File: src/rtl/control_unit.sv
// control_unit: multi-cycle sequencer for the 18-bit CPU datapath.
// Steps each instruction through FETCH/DECODE/EXECUTE/MEM/WRITEBACK and
// keeps a wrapping retired-instruction counter for debug.
//
// state     | meaning
// ----------+---------------------------------------------------------------
// INIT   0  | post-reset idle, all controls low, goes to FETCH
// FETCH  1  | read memory at PC; on MemReady load IR and PC <= PC+1
// DECODE 2  | JUMP retires here, illegal opcodes flagged and dropped
// EXECUTE 3 | ALU operation; BEQ resolves and retires here
// MEM    4  | LD/ST memory access at ALU result; ST retires on MemReady
// WRITEBACK5| register-file write of ALU result or load data
module control_unit #(
  parameter int COUNT_W = 16
) (
  input  logic               C,
  input  logic               Reset,
  input  logic [17:0]        Instruction,
  input  logic               Zero,
  input  logic               MemReady,
  output logic [1:0]         ALUControl,
  output logic               ALUSrcB,
  output logic               PCWrite,
  output logic [1:0]         PCSrc,
  output logic               IRWrite,
  output logic               MemRead,
  output logic               MemWrite,
  output logic               AddrSel,
  output logic               RegWrite,
  output logic               MemToReg,
  output logic               IllegalOp,
  output logic [2:0]         State,
  output logic [COUNT_W-1:0] InstrCount
);

  typedef enum logic [2:0] {
    S_INIT      = 3'd0,
    S_FETCH     = 3'd1,
    S_DECODE    = 3'd2,
    S_EXECUTE   = 3'd3,
    S_MEM       = 3'd4,
    S_WRITEBACK = 3'd5
  } state_t;

  localparam logic [3:0] OP_ADDI = 4'b0100;
  localparam logic [3:0] OP_ANDI = 4'b0101;
  localparam logic [3:0] OP_LD   = 4'b0110;
  localparam logic [3:0] OP_ST   = 4'b0111;
  localparam logic [3:0] OP_JUMP = 4'b1000;
  localparam logic [3:0] OP_BEQ  = 4'b1001;

  state_t     state;
  state_t     state_next;
  logic       retire;
  logic [3:0] op;
  logic       unused_fields;

  assign op = Instruction[17:14];
  // Operand fields are consumed by the datapath; only the opcode matters here.
  assign unused_fields = ^Instruction[13:0];
  assign State = state;

  // State register; reset forces INIT immediately.
  always_ff @(posedge C or posedge Reset) begin
    if (Reset) state <= S_INIT;
    else       state <= state_next;
  end

  // Retired-instruction counter, advances on the edge leaving the retiring state.
  always_ff @(posedge C or posedge Reset) begin
    if (Reset)       InstrCount <= '0;
    else if (retire) InstrCount <= InstrCount + COUNT_W'(1);
  end

  // Next-state and control decode from state, opcode, MemReady and Zero.
  always_comb begin
    state_next = S_INIT;
    retire     = 1'b0;
    ALUControl = 2'b00;
    ALUSrcB    = 1'b0;
    PCWrite    = 1'b0;
    PCSrc      = 2'b00;
    IRWrite    = 1'b0;
    MemRead    = 1'b0;
    MemWrite   = 1'b0;
    AddrSel    = 1'b0;
    RegWrite   = 1'b0;
    MemToReg   = 1'b0;
    IllegalOp  = 1'b0;
    case (state)
      S_INIT: state_next = S_FETCH;
      S_FETCH: begin
        MemRead = 1'b1;
        if (MemReady) begin
          IRWrite    = 1'b1;
          PCWrite    = 1'b1;
          state_next = S_DECODE;
        end else begin
          state_next = S_FETCH;
        end
      end
      S_DECODE: begin
        if (op == OP_JUMP) begin
          PCWrite    = 1'b1;
          PCSrc      = 2'b10;
          retire     = 1'b1;
          state_next = S_FETCH;
        end else if (op[3] && (op[2] || op[1])) begin
          IllegalOp  = 1'b1;
          state_next = S_FETCH;
        end else begin
          state_next = S_EXECUTE;
        end
      end
      S_EXECUTE: begin
        state_next = S_WRITEBACK;
        if (op[3:2] == 2'b00) begin
          ALUControl = op[1:0];
        end else if (op == OP_ADDI) begin
          ALUSrcB    = 1'b1;
          ALUControl = 2'b01;
        end else if (op == OP_ANDI) begin
          ALUSrcB    = 1'b1;
        end else if (op == OP_LD || op == OP_ST) begin
          ALUSrcB    = 1'b1;
          ALUControl = 2'b01;
          state_next = S_MEM;
        end else if (op == OP_BEQ) begin
          PCSrc      = 2'b01;
          PCWrite    = Zero;
          retire     = 1'b1;
          state_next = S_FETCH;
        end else begin
          // Instruction changed underneath us; abandon it without retiring.
          state_next = S_FETCH;
        end
      end
      S_MEM: begin
        AddrSel  = 1'b1;
        MemRead  = (op == OP_LD);
        MemWrite = (op == OP_ST);
        if (!MemReady) begin
          state_next = S_MEM;
        end else if (op == OP_LD) begin
          state_next = S_WRITEBACK;
        end else begin
          retire     = (op == OP_ST);
          state_next = S_FETCH;
        end
      end
      S_WRITEBACK: begin
        RegWrite   = 1'b1;
        MemToReg   = (op == OP_LD);
        retire     = 1'b1;
        state_next = S_FETCH;
      end
      default: state_next = S_INIT;
    endcase
  end

endmodule
File: config.mk
export PLATFORM = sky130hd
export DESIGN_NAME = control_unit
export DESIGN_NICKNAME = d
export VERILOG_FILES = /design/src/rtl/control_unit.sv
export SDC_FILE = /design/constraint.sdc
export NUM_CORES = 1
export LEC_CHECK = 0
export CAP_MARGIN = 0
export CORE_AREA = 2 2 57 59
export CTS_CLUSTER_SIZE = 10
export DETAILED_ROUTE_END_ITERATION = 8
export DIE_AREA = 0 0 59 61
export MAX_ROUTING_LAYER = met4
export PLACE_DENSITY_LB_ADDON = 0.15
export SLEW_MARGIN = 20
export SYNTH_ARGS = -nofsm -noshare
export SYNTH_HDL_FRONTEND = slang
export SYNTH_SLANG_ARGS = --single-unit
File: constraint.sdc
create_clock -name C -period 2.6 [get_ports C]
set_input_delay 0.65 -clock C [delete_from_list [all_inputs] [get_ports C]]
set_output_delay 0.65 -clock C [all_outputs]
set_load 0.02 [all_outputs]
==> results_dict.tcl, run 1 <==
set metrics [dict create \
    status "finished, final reports clean" \
    pre_cts_ws_ps -502 \
    io_pins 54 \
    finalWorstSetupSlack_ps 191 \
    clock_skew_ps 7.91 \
    yosys-top-cells-count "dfrtp_1, nand2_1, nor2_1" \
    numCtsBuffers 3 \
    timing.max_cap.violations 0 \
    clk_latency_ps 290 \
    synth_edf_count 0 \
    drtAntennaViolNets 0 \
    clk_pin_slew_worst_paths_ps 110 \
    hold_buffers 0 \
    dp.cells 212 \
    ys_ff_latch 19 \
    crit_chain "buf_4, nand3b_1, inv_1, clkdlybuf4s50_1" \
    ys.flop_type "dfrtp_1" \
    end_kind "output pin" \
    path_max_fanout 8 \
    routabilityCongestion 0.836 \
    crit_required_ps 1950 \
    vias_per_cell 5.13 \
    synth_area_um2 1190 \
    place_area_um2 1760 \
    power_frac_comb 0.536 \
    crit_path_start_kind "flop" \
    diodes 0 \
    synthToLayoutAreaGrowth_pct 49.5 \
    grtUsageTotal 0.179 \
    timing.hold.ws_ps 487 \
    htreeDepth 1 \
    cts_sinks 19 \
    avgSynthCellArea_um2 9.62 \
    worst_ep_arrival_time_ps 1760 \
    hold_viol 0 \
    layout-drive-gt1-share 0.255 \
    drv_slew 0 \
    vias 1114 \
    chipHeight_um 61 \
    fmax_mhz 415 \
    swShare 0.401 \
    io_buffer_count 39 \
    synth_cell_types 39 \
    critPathMaxStageDelay_ps 600 \
    drtIter0Drc 34 \
    slowest_stage "clkdlybuf4s50_1" \
    rows 20 \
    ctsRootBufferMaster "clkbuf_4" \
    dieArea_um2 3600 \
    coreArea_um2 2950 \
    fillers 266 \
    tightest_slew_ps 719 \
    final_area_um2 1780 \
    synth_warnings 0 \
    dp_hpwl_um 2240 \
    hold_path_class "flop to flop" \
    dr.pass1.iters 4 \
    initial_core_util 0.404 \
    cellPowerDensity_nw_per_um2 679 \
    yosysTopAreaCell "dfrtp_1" \
    drc_errors 0 \
    seq_power_share 0.343 \
    p_leak_nw 0.766 \
    drt-wirelength-per-cell_um 13.2 \
    yosysTopAreaCellShare 0.399 \
    vdd_drop_max_uv 471 \
    nets 210 \
    grt_max_degree 20 \
    grt_pass1_vias 1112 \
    die_w_um 59 \
    power_mw 1.21 \
    globalRouteOverflowTotal 0 \
    layout_worst_path_cycle_share 0.927 \
    clockBufferDepth 2 \
    synthCells 124 \
    slew_headroom 0.520 \
    ys_seq_area_frac 0.399 \
    ys_async_sr_fraction 1.00 \
    power_switching_mw 0.485 \
    syn_nets 149 \
    cts_tree "built" \
    grt_setup_unrepaired "false" \
    wirelength_um 2870 \
    yosysMostFrequentCell "dfrtp_1" \
    grt_pass1_wl_um 4920 \
    setup_violations 0 \
    crit_type "flop to output pin" \
    finalNonFillerCells 217 \
    fin_crit_ps 2410 \
    antenna_found_initial 0 \
    clkPwrFrac 0.121 \
    yosys-top-cells-area "dfrtp_1, xor2_1, nand2_1" \
    internal_power_mw 0.725 \
]
-- worst max-delay path, delay by kind of cell (launching register included) --
family                 cells  cell delay, ps
AND/OR/NAND/NOR            1             200
buffers and inverters      3             860
flip-flops                 1             410
-- metrics by stage --
stage | TNS, ps | utilization
3_5_place_dp | -3920 | 0.596
2_1_floorplan | 0 | -
4_1_cts | 0 | 0.600
6_report | 0 | 0.604
5_1_grt | 0 | 0.604
3_3_place_gp | -3670 | 0.596
-- placed cells by master (no fill, tap or decap), types with 4 or more instances in the layout --
cell             Yosys  layout
a21oi_1              4       4
buf_2                0       5
buf_4                1      22
clkdlybuf4s50_1      0      23
dfrtp_1             19      18
inv_1                6       6
nand2_1             12      12
nand3_1              5       5
nor2_1              12      12
nor3_1               5       5
nor3b_1              4       4
xnor2_1              4       4
xor2_1              11      11
-- power by group through the flow --
stage,clock [mW],combinational [mW],sequential [mW]
2_1_floorplan,0,0.321,0.451
3_3_place_gp,0,0.655,0.414
5_1_grt,0.164,0.711,0.427
4_1_cts,0.152,0.651,0.415
6_report,0.146,0.649,0.415
3_5_place_dp,0,0.664,0.417
-- layout make-up --
cell class | count | area [um2] | share of cell area
Clock buffer | 3 | 22.5 | 0.0126
Tap cell | 33 | 41.3 | 0.0232
Clock inverter | 1 | 5.00 | 0.00281
Inverter | 6 | 22.5 | 0.0126
Timing Repair Buffer | 60 | 532 | 0.298
Sequential cell | 19 | 477 | 0.267
Multi-Input combinational cell | 95 | 683 | 0.383
-- worst paths after layout --
path / from / end / slack, ps / depth (start not counted)
worst min-delay path: InstrCount[15] / InstrCount[15] / 490 / 1
worst max register to register: State[2] / InstrCount[11] / 540 / 7
worst min register to register: InstrCount[15] / InstrCount[15] / 490 / 1
min in group asynchronous: Reset / InstrCount[0] / 760 / 2
worst max-delay path: State[1] / RegWrite / 190 / 4
max in group asynchronous: Reset / State[0] / 1340 / 2
-- registers in the layout, indices dropped and copies added (netlist names) --
register    count
InstrCount     16
State           3
-- routing by layer --
| metal | vias up | track usage | wire length [um] |
|---|---|---|---|
| li1 | 555 | - | - |
| met1 | 529 | 0.230 | 1360 |
| met2 | 26 | 0.295 | 1380 |
| met3 | 4 | 0.0192 | 110 |
| met4 | 0 | 0.0584 | 27 |
| met5 | - | - | 0 |
-- timing repair --
action                     in CTS  in global routing
pin swaps                       3                  0
setup buffers                   1                  0
resized for setup              46                  6
setup endpoints to repair      12                  5
-- cells by family after synthesis --
family | synth area share
buf+inv | 0.0409
compound gates | 0.0913
xor+xnor | 0.110
simple gates | 0.318
fa+ha+maj | 0.0315
mux | 0.00944
flops | 0.399
Note: power is estimated with default switching activity, not from simulation.
==> run 2, diff against run 1 <==
--- a/config.mk
+++ b/config.mk
@@ -5,11 +5,12 @@
 export SDC_FILE = /design/constraint.sdc
 export NUM_CORES = 1
 export LEC_CHECK = 0
+export ABC_AREA = 1
 export CAP_MARGIN = 0
-export CORE_AREA = 2 2 57 59
+export CORE_AREA = 2 2 61 63
 export CTS_CLUSTER_SIZE = 10
 export DETAILED_ROUTE_END_ITERATION = 8
-export DIE_AREA = 0 0 59 61
+export DIE_AREA = 0 0 63 65
 export MAX_ROUTING_LAYER = met4
 export PLACE_DENSITY_LB_ADDON = 0.15
 export SLEW_MARGIN = 20
==> run 2 against run 1 <==
  * Setup slack got worse by 110 ps
  * Wire length rose by 25%
  * Clock skew rose by 1.6 ps
  * First-iteration DRC count rose by 71%
  * Clock-buffer cell count did not move
  * Synthesized cell count rose by 69%
  * Sequential cell count did not move
  * Global-route usage rose by 2.3 points
  * Critical path depth rose by 3
  * Critical endpoint is now PCWrite
==> results_dict.tcl, run 2 <==
set metrics [dict create \
    setup_violations 0 \
    layout_worst_path_cycle_share 0.970 \
    crit_family "buffers and inverters" \
    end_kind "output pin" \
    syn_nets 235 \
    fin_crit_ps 2520 \
    slowest_stage "clkdlybuf4s50_1" \
    fmax_mhz 397 \
    cellPowerDensity_nw_per_um2 583 \
    hold_viol 0 \
    vdd_drop_max_uv 565 \
    timing.hold.ws_ps 563 \
    final_area_um2 2020 \
    ys_seq_area_frac 0.330 \
    yosysTopAreaCellShare 0.330 \
    ctsRootBufferMaster "clkbuf_4" \
    drtIter0Drc 58 \
    grt_max_degree 20 \
    r2r-end "InstrCount[3]" \
    ys_ff_latch 19 \
    top_register "InstrCount" \
    ys.flop_type "dfrtp_1" \
    synth_area_um2 1440 \
    worst_ep_arrival_time_ps 1870 \
    synth_cell_types 27 \
    path_max_fanout 4 \
    initial_core_util 0.412 \
    largest_reg_flops 16 \
    crit_chain "clkdlybuf4s50_1, nor2_2, nand2_1, nor2_4, a21oi_1, a22oi_1, buf_2" \
    synth_edf_count 0 \
    drv_slew 0 \
    clk_pin_slew_worst_paths_ps 110 \
    whs_endpoint "InstrCount[15]" \
    crit_required_ps 1950 \
    globalRouteOverflowTotal 0 \
    timing.max_cap.violations 0 \
    p_leak_nw 0.977 \
    grtUsageTotal 0.202 \
    numCtsBuffers 3 \
    drt-wirelength-per-cell_um 11.3 \
    antenna_found_initial 0 \
    crit_buf_inv 2 \
    yosys-top-cells-count "nand2_1, nand3_1, nor2_1" \
    cts_tree "built" \
    ys_async_sr_fraction 1.00 \
    yosysTopAreaCell "dfrtp_1" \
    wirelength_um 3590 \
    chipHeight_um 65 \
    hold_buffers 0 \
    io_buffer_count 39 \
    cts_sinks 19 \
    worstRegToRegCells 6 \
    cp-startpoint "Instruction[15]" \
    layout_common_cells "nand2_1, clkdlybuf4s50_1, nand3_1, nor2_1, buf_4" \
    dp.cells 313 \
    clock_skew_ps 9.47 \
    hp-start "InstrCount[15]" \
    layout-drive-gt1-share 0.222 \
    drc_errors 0 \
    dp_hpwl_um 2850 \
    synthCells 210 \
    grt_setup_unrepaired "false" \
    htreeDepth 1 \
    tightest_slew_ps 740 \
    grt_pass1_vias 1506 \
    coreArea_um2 3500 \
    avgSynthCellArea_um2 6.85 \
    place_area_um2 2000 \
    finalNonFillerCells 318 \
    rows 22 \
    slew_headroom 0.506 \
    crit_path_start_kind "input port" \
    clockBufferDepth 2 \
    dr.pass1.iters 4 \
    routabilityCongestion 0.835 \
    vias 1522 \
    r2r_slack_ps 950 \
    cp_num_cells 7 \
    status "finished, final reports clean" \
    io_pins 54 \
    hold_path_depth 2 \
    nets 296 \
    diodes 0 \
    synth_warnings 0 \
    dieArea_um2 4100 \
    drtAntennaViolNets 0 \
    final_common_cell "nand2_1" \
    timing.rr.start "State[2]" \
    crit_type "input port to output pin" \
    critPathMaxStageDelay_ps 470 \
    die_w_um 63 \
    yosysMostFrequentCell "nand2_1" \
    hold_path_class "flop to flop" \
    grt_pass1_wl_um 6460 \
    synthToLayoutAreaGrowth_pct 40.4 \
    yosys-top-cells-area "dfrtp_1, nand2_1, nand3_1" \
    vias_per_cell 4.79 \
    clk_latency_ps 300 \
]
## run 2: worst min-delay path: stages, from the launching register on
cell and delay [ps]:
dfrtp_1 410, nand2_1 70, nand2_1 60
## run 2: per-stage QoR
stage / setup TNS [ps] / setup slack, ps / util / total power [mW]
after floorplan: 0 / 415 / - / 0.776
after global placement: -3410 / -416 / 0.572 / 1.04
after detailed placement: -3370 / -422 / 0.572 / 1.05
after CTS: -10.6 / -10.6 / 0.578 / 1.19
after global routing: 0 / 1.15 / 0.578 / 1.28
final: 0 / 78.1 / 0.578 / 1.18
## run 2: how the worst max path moves through the flow
| stage | end | slack (ps) |
|---|---|---|
| finish | PCWrite | 80 |
| global route | PCWrite | 1 |
| CTS | MemRead | -10 |
| detailed placement | PCWrite | -420 |
| global placement | PCSrc[0] | -420 |
| floorplan | PCWrite | 410 |
## run 2: repair_timing
item | in CTS | in global routing
buffers inserted | 1 | 0
pin swaps | 1 | 1
endpoints found under the setup margin | 11 | 8
gates resized for setup | 36 | 6
## run 2: kinds of logic after synthesis
group                    share of synthesized area
adder cells (fa/ha/maj)                     0.0261
AND/OR/NAND/NOR                              0.477
flip-flops                                   0.330
buffers and inverters                       0.0817
XOR/XNOR                                    0.0426
AO/OA/AOI/OAI                               0.0417
## run 2: report_power, final
part           leakage, nW  internal [mW]  switching [mW]  total (mW)
combinational        0.701          0.241           0.370       0.611
sequential           0.258          0.335          0.0790       0.414
clock               0.0177         0.0573          0.0957       0.153
## run 2: final cells by class
| class | count | area (um2) |
|---|---|---|
| inverter | 23 | 86.3 |
| timing repair buffer | 59 | 517 |
| tap | 48 | 60.1 |
| sequential | 19 | 477 |
| fill | 361 | 1480 |
| clock inverter | 1 | 5.00 |
| clock buffer | 3 | 22.5 |
| multi-input combinational | 165 | 853 |
## run 2: per-layer routing
layer,vias up,track usage,share of wire
li1,795,-,-
met1,685,0.233,0.44
met2,38,0.362,0.52
met3,4,0.0208,0.031
met4,0,0.0750,0.012
met5,-,-,0
==> run 3, diff against run 2 <==
--- a/config.mk
+++ b/config.mk
@@ -13,7 +13,8 @@
 export DIE_AREA = 0 0 63 65
 export MAX_ROUTING_LAYER = met4
 export PLACE_DENSITY_LB_ADDON = 0.15
-export SLEW_MARGIN = 20
+export SKIP_CTS_REPAIR_TIMING = 1
+export SLEW_MARGIN = 25
 export SYNTH_ARGS = -nofsm -noshare
 export SYNTH_HDL_FRONTEND = slang
 export SYNTH_SLANG_ARGS = --single-unit
==> run 3 against run 2 <==
  * Maximum frequency grew 0.11%
  * Clock skew shrank 0.53 ps
  * Combinational power is essentially flat
  * Critical path type unchanged
  * Sequential share of layout area shrank 0.30 points
  * Largest cell class unchanged
  * Highest routed layer unchanged
  * Critical endpoint unchanged
==> results_dict.tcl, run 3 (synthesis gave the netlist of run 2 again) <==
set metrics [dict create \
    status "finished, final reports clean" \
    crit_type "input port to output pin" \
    grt_max_degree 20 \
    dr.pass1.iters 6 \
    crit_chain "clkdlybuf4s50_1, nor2_2, nand2_1, nor2_4, a21oi_1, a22oi_1, buf_2" \
    drtAntennaViolNets 0 \
    largest_reg_flops 16 \
    drt-wirelength-per-cell_um 11.3 \
    diodes 0 \
    coreArea_um2 3500 \
    hold_viol 0 \
    timing.max_cap.violations 0 \
    io_buffer_count 39 \
    path_max_fanout 4 \
    crit_family "buffers and inverters" \
    crit_path_start_kind "input port" \
    ctsRootBufferMaster "clkbuf_4" \
    clk_latency_ps 300 \
    cts_sinks 19 \
    rows 22 \
    vias_per_cell 4.79 \
    tightest_slew_ps 733 \
    slowest_stage "clkdlybuf4s50_1" \
    io_pins 54 \
    p_leak_nw 1.09 \
    wirelength_um 3590 \
    layout_common_cells "nand2_1, clkdlybuf4s50_1, nand3_1, nor2_1, buf_4" \
    vdd_drop_max_uv 566 \
    drtIter0Drc 57 \
    drc_errors 0 \
    setup_tns_ps 0 \
    cts_tree "built" \
    vias 1524 \
    worst_ep_arrival_time_ps 1870 \
    fin_crit_ps 2520 \
    grt_setup_unrepaired "false" \
    dieArea_um2 4100 \
    crit_required_ps 1950 \
    drv_slew 0 \
    dp_hpwl_um 2850 \
    hold_path_class "flop to flop" \
    slew_headroom 0.511 \
    timing.hold.ws_ps 563 \
    crit_buf_inv 2 \
    chipHeight_um 65 \
    htreeDepth 1 \
    numCtsBuffers 3 \
    layout-drive-gt1-share 0.204 \
    grt_pass1_vias 1496 \
    cellPowerDensity_nw_per_um2 574 \
    grt_pass1_wl_um 6420 \
    clk_pin_slew_worst_paths_ps 110 \
    die_w_um 63 \
    setup_violations 0 \
    fmax_mhz 397 \
    grtUsageTotal 0.201 \
    top_register "InstrCount" \
    routabilityCongestion 0.835 \
    nets 296 \
    synthToLayoutAreaGrowth_pct 42.3 \
    r2r_slack_ps 960 \
    end_kind "output pin" \
    globalRouteOverflowTotal 0 \
    antenna_found_initial 0 \
    layout_worst_path_cycle_share 0.969 \
    final_common_cell "nand2_1" \
    critPathMaxStageDelay_ps 470 \
    clock_skew_ps 8.94 \
    clockBufferDepth 2 \
    initial_core_util 0.412 \
]
-- run 3: worst paths after layout --
kind	from	endpoint	depth (start not counted)
worst max-delay path	Instruction[15]	PCWrite	7
worst min-delay path	InstrCount[15]	InstrCount[15]	2
worst max register to register	State[2]	InstrCount[3]	6
worst min register to register	InstrCount[15]	InstrCount[15]	2
max in group asynchronous	Reset	State[1]	2
min in group asynchronous	Reset	InstrCount[14]	2
-- run 3: per-layer routing --
layer	track usage	up-vias	wire length, um
li1	-	796	-
met4	0.0750	0	29
met1	0.232	688	1560
met2	0.360	38	1870
met5	-	-	0
met3	0.0208	2	126
-- run 3: power breakdown --
part           switching [mW]  internal, mW  total (mW)
registers              0.0789         0.335       0.414
clock network          0.0957        0.0573       0.153
logic                   0.370         0.238       0.608
-- run 3: layout make-up --
cell class | count | area [um2]
Clock buffer | 3 | 22.5
Clock inverter | 1 | 5.00
Fill cell | 351 | 1450
Inverter | 23 | 86.3
Multi-Input combinational cell | 165 | 853
Sequential cell | 19 | 477
Tap cell | 48 | 60.1
Timing Repair Buffer | 59 | 543
-- run 3: stage by stage --
stage	area (um2)	total power, mW	instances	utilization	setup slack, ps
2_1_floorplan	1440	0.776	210	-	415
3_3_place_gp	2000	1.04	313	0.572	-416
3_5_place_dp	2000	1.05	313	0.572	-422
4_1_cts	2030	1.21	317	0.580	-436
5_1_grt	2050	1.27	318	0.586	0.455
6_report	2050	1.18	318	0.586	80.8
-- run 3: worst min-delay path, stage by stage, from the launching register on --
cell	delay [ps]
dfrtp_1	420
nand2_1	70
nand2_1	60
==> variant 1: new RTL, settings of run 2 <==
Set the parameter `COUNT_W` to 24 (it was 16).
--- a/src/rtl/control_unit.sv
+++ b/src/rtl/control_unit.sv
@@ -11,7 +11,7 @@
 // MEM    4  | LD/ST memory access at ALU result; ST retires on MemReady
 // WRITEBACK5| register-file write of ALU result or load data
 module control_unit #(
-  parameter int COUNT_W = 16
+  parameter int COUNT_W = 24
 ) (
   input  logic               C,
   input  logic               Reset,
Ports: changed (resized InstrCount); port bits go from 54 to 62. No check against the original RTL was run, so the function may have changed too.
==> variant 1 against run 2 <==
- worst setup slack worse by 0.024 ns
- final area is 32% higher
- clock skew shrank 0.0023 ns
- sequential power up 30%
- power up 19%
- worst hold slack lost 0.015 ns
- fmax down 0.92%
- sequential cell count grew 8
- synthesized area is 41% higher
- routed wire length rose by 41%
- highest routed layer unchanged
==> variant 1: results (changes against run 2) <==
Setup path
  – Worst Path Arrival: 1.90 ns (+0.03 ns)
  – Flop-to-flop setup slack: 0.83 ns (-0.12 ns)
  – Max FO, Critical Path: 5 (+1)

Synthesis
  – Top post-synthesis cells by count: nand2_1 (139), nor2_1 (43), inv_1 (28)
  – Largest cells by area after synthesis: dfrtp_1 (33%), nand2_1 (26%), nor2_1 (8.0%)
  – #FFs+latches synth: 27 (+8)
  – Post-synth cell types: 28 (+3.7%)
  – Sequential fraction of the synthesis area: 33.42% (+0.37 points)
  – XOR/XNOR Fraction of Synth Area: 3.465% (-0.80 points)
  – Mean Syn Cell Area: 6.319 um^2 (-7.8%)
  – Synth Area in Compound Gates: 3.527% (-0.65 points)

GRT
  – Global Route Usage Sum: 26.65% (+6.5 points)
  – Vias in the first global route: 2009 (+33%)
  – Pin count of the biggest net entering global routing: 28 (+40%)

Clocking
  – CTS clk-pin slew, worst paths: 0.14 ns (+0.03 ns)
  – Worst-Skew Late Latency: 0.33 ns (+0.03 ns)
  – Post-CTS Resized: 24 (-33%)
  – Setup bufs post-CTS: 0 (-1)

Place
  – Area post-placement: 2661 um^2 (+33%)
  – Pre-CTS setup slack: -0.4074 ns (+0.01482 ns)

Timing
  – Worst-margin pin slew: 0.3878 ns (-0.3527 ns)
  – Final setup margin: 0.05456 ns (-0.02354 ns)
  – Skew final: 0.007167 ns (-0.002306 ns)
  – Hold Slack: 0.5484 ns (-0.01475 ns)

Power and ir drop
  – Power density cells: 526.8 nW/um^2 (-9.6%)
  – Leakage power: 1.303 nW (+33%)
  – Worst VDD drop: 0.0004730 V (-16%)

Outcome
  – Run status: finished clean

Final layout
  – Max reg flops: 24 (+8)
  – Nets: 412 (+39%)

Routing
  – Vias: 2193 (+44%)
  – Routed wire length: 5.047 mm (+41%)
  – Initial drt markers: 146 (+150%)
variant 1: worst paths after layout:
check                                 end  depth (start not counted)            start
setup / recovery                 MemWrite                          5  Instruction[14]
hold / removal              InstrCount[1]                          2    InstrCount[1]
setup reg to reg           InstrCount[14]                          8    InstrCount[0]
hold reg to reg             InstrCount[1]                          2    InstrCount[1]
max in group asynchronous        State[1]                          3            Reset
min in group asynchronous  InstrCount[22]                          3            Reset
variant 1: cell type report:
cell class | count | share of cell area, %
clock buffers | 3 | 0.8435
multi-input cells | 258 | 44.89
well taps | 48 | 2.249
inverters | 31 | 4.358
repair buffers | 66 | 21.98
flip-flops and latches | 27 | 25.40
clock inverters | 1 | 0.2812
variant 1: routing by layer:
metal	wire length, um	up-vias	share of wire [%]	GRT usage, %
met1	2235	985	44	31.69
met5	0	-	0	-
met3	280	4	5.5	3.993
met4	44	0	0.87	8.056
li1	-	1140	-	-
met2	2487	64	49	46.81
variant 1: where the power goes:
part           leakage, nW  switching [mW]  internal (mW)
sequential           0.367          0.0746          0.466
combinational        0.923           0.418          0.259
clock               0.0139           0.130         0.0590
variant 1: tightest hold or removal path: stages (launching register included):
cell and delay [ns]:
dfrtp_1 0.42, nand2_1 0.07, nand2_1 0.05
variant 1: kinds of logic after synthesis:
| family | count (synthesis) |
|---|---|
| adders and majority gates | 3 |
| buffers and inverters | 35 |
| DFF | 27 |
| and+or+nand+nor | 234 |
| xor gates and xnor gates | 8 |
| AOI/OAI and AO/OA | 13 |
==> variant 2: new RTL, flow settings as in run 2 <==
Without the edit above. Register the output `InstrCount` once more, cleared by the reset; this adds one clock of latency there. The other outputs are not delayed to match.
--- a/src/rtl/control_unit.sv
+++ b/src/rtl/control_unit.sv
@@ -49,6 +49,8 @@
   localparam logic [3:0] OP_JUMP = 4'b1000;
   localparam logic [3:0] OP_BEQ  = 4'b1001;
 
+  logic [COUNT_W-1:0] InstrCount_s0;
+
   state_t     state;
   state_t     state_next;
   logic       retire;
@@ -68,8 +70,8 @@
 
   // Retired-instruction counter, advances on the edge leaving the retiring state.
   always_ff @(posedge C or posedge Reset) begin
-    if (Reset)       InstrCount <= '0;
-    else if (retire) InstrCount <= InstrCount + COUNT_W'(1);
+    if (Reset)       InstrCount_s0 <= '0;
+    else if (retire) InstrCount_s0 <= InstrCount_s0 + COUNT_W'(1);
   end
 
   // Next-state and control decode from state, opcode, MemReady and Zero.
@@ -158,4 +160,12 @@
     endcase
   end
 
+  always_ff @(posedge C or posedge Reset) begin
+    if (Reset) begin
+      InstrCount <= '0;
+    end else begin
+      InstrCount <= InstrCount_s0;
+    end
+  end
+
 endmodule
Check against the original RTL: not equivalent (a bounded check fails within 4 cycles, from zero or initial values and one cycle with Reset high).
==> variant 2 against run 2 <==
- largest cell class is now sequential cells
- final area is 17% higher
- power rose by 30%
- worst setup slack worse by 0.0023 ns
- fmax barely moved
- register-to-register slack better by 0.05 ns
- routed wire length rose by 4.5%
- global-route usage rose by 0.93 points
- synthesized cell count rose by 1.4%
- critical path type unchanged
- clock skew fell by 0.00053 ns
- critical path depth unchanged
- synthesized area is 25% higher
- first-iteration DRC count rose by 97%
- sequential cell count grew 16
==> variant 2: results (changes against run 2) <==
Routing
  – M1 WL: 1.592 mm (+0.63%)
  – Met2 routed WL: 1.907 mm (+3.0%)
  – Vias: 1613 (+6.0%)
  – Wire length on met3: 198 um (+80%)
  – Initial drt markers: 114 (+97%)
  – Drt wl/cell: 11.76 um (+4.2%)

Final layout
  – Filler cell count: 306 (-15%)
  – Nets: 293 (-1.0%)
  – Post-layout util: 67.75% (+9.9 points)

Timing
  – Skew final: 0.008938 ns (-0.0005341 ns)
  – Worst-margin pin slew: 0.4123 ns (-0.3281 ns)

Synthesis
  – Largest cells by area after synthesis: dfrtp_1 (49%), nand2_1 (12%), nand3_1 (7.8%)
  – Sequential fraction of the synthesis area: 48.68% (+16 points)
  – Post-synth cell types: 24 (-11%)
  – Top post-synthesis cells by count: nand2_1 (58), dfrtp_1 (35), nand3_1 (28)
  – Post-synthesis net count: 236 (+0.43%)
  – Synth Warn #: 0 (unchanged)

Clocking
  – Num CTS Buffers: 5 (+2)
  – Worst-Skew Late Latency: 0.33 ns (+0.03 ns)

Outcome
  – Run status: finished clean

Place
  – GPL Wtd Cong: 0.8630 (+3.3%)
  – Area post-placement: 2325 um^2 (+16%)
  – Dpl hpwl: 2.778 mm (-2.7%)

GRT
  – Pin count of the biggest net entering global routing: 36 (+80%)
  – Global Route Usage Sum: 21.09% (+0.93 points)
  – First-pass GRT wire length: 6.630 mm (+2.7%)

Power and ir drop
  – Leakage power: 1.159 nW (+19%)
  – Worst VDD drop: 0.0004511 V (-20%)

Setup path
  – Max FO, Critical Path: 5 (+1)
[variant 2: what timing repair did]
item | 4_1_cts | 5_1_grt
hold buffers | 0 | 0
gates resized for setup | 16 | 17
pin swaps | 0 | 1
buffers inserted | 0 | 0
endpoints found under the setup margin | 11 | 8
[variant 2: logic make-up (layout without fill, tap and decap cells)]
family | count (synthesis) | after routing | synth area share [%]
AOI/OAI and AO/OA | 10 | 10 | 3.338
xor gates and xnor gates | 7 | 7 | 3.408
adders and majority gates | 1 | 1 | 0.6953
buffers and inverters | 22 | 80 | 5.633
DFF | 35 | 35 | 48.68
and+or+nand+nor | 138 | 138 | 38.25
[variant 2: worst max-delay path, cell delays in order]
cell             delay, ns
clkdlybuf4s50_1       0.46
inv_2                 0.12
nand2_2               0.08
nor2_2                0.11
nand3_1               0.11
nand2_1               0.08
clkdlybuf4s15_2       0.25
[variant 2: through the flow]
stage | std cells | setup WS [ns] | setup TNS (ns)
finish | 319 | 0.07581 | 0
global route | 319 | 0.009627 | 0
CTS | 319 | 0.00004841 | 0
detailed placement | 311 | -0.3097 | -2.593
global placement | 311 | -0.3049 | -2.612
floorplan | 213 | 0.4556 | 0
[variant 2: power by group]
part           switching, mW  total (mW)  internal [mW]  leakage, nW
clock network          0.166       0.325          0.159       0.0386
registers             0.0782       0.685          0.607        0.479
logic                  0.311       0.522          0.211        0.642
[variant 2: final timing paths]
path                                   start                 to  slack, ns  cells past startpoint
hold reg to reg            InstrCount_s0[15]     InstrCount[15]       0.45                      0
setup / recovery             Instruction[17]            MemRead       0.08                      7
min in group asynchronous              Reset     InstrCount[13]       0.70                      3
max in group asynchronous              Reset   InstrCount_s0[6]       1.60                      3
setup reg to reg            InstrCount_s0[0]  InstrCount_s0[10]       1.00                      8
hold / removal             InstrCount_s0[15]     InstrCount[15]       0.45                      0
[variant 2: layout make-up]
| cell class | instances | share of cell area (%) |
|---|---|---|
| flip-flops and latches | 35 | 36.98 |
| well taps | 48 | 2.536 |
| multi-input cells | 156 | 34.92 |
| repair buffers | 53 | 19.65 |
| clock buffers | 8 | 2.905 |
| inverters | 19 | 3.011 |
[variant 2: routing by layer]
layer | track usage (%) | vias to the layer above
met5 | - | -
met3 | 4.688 | 7
met1 | 22.44 | 757
met2 | 38.70 | 45
met4 | 7.222 | 0
li1 | - | 804
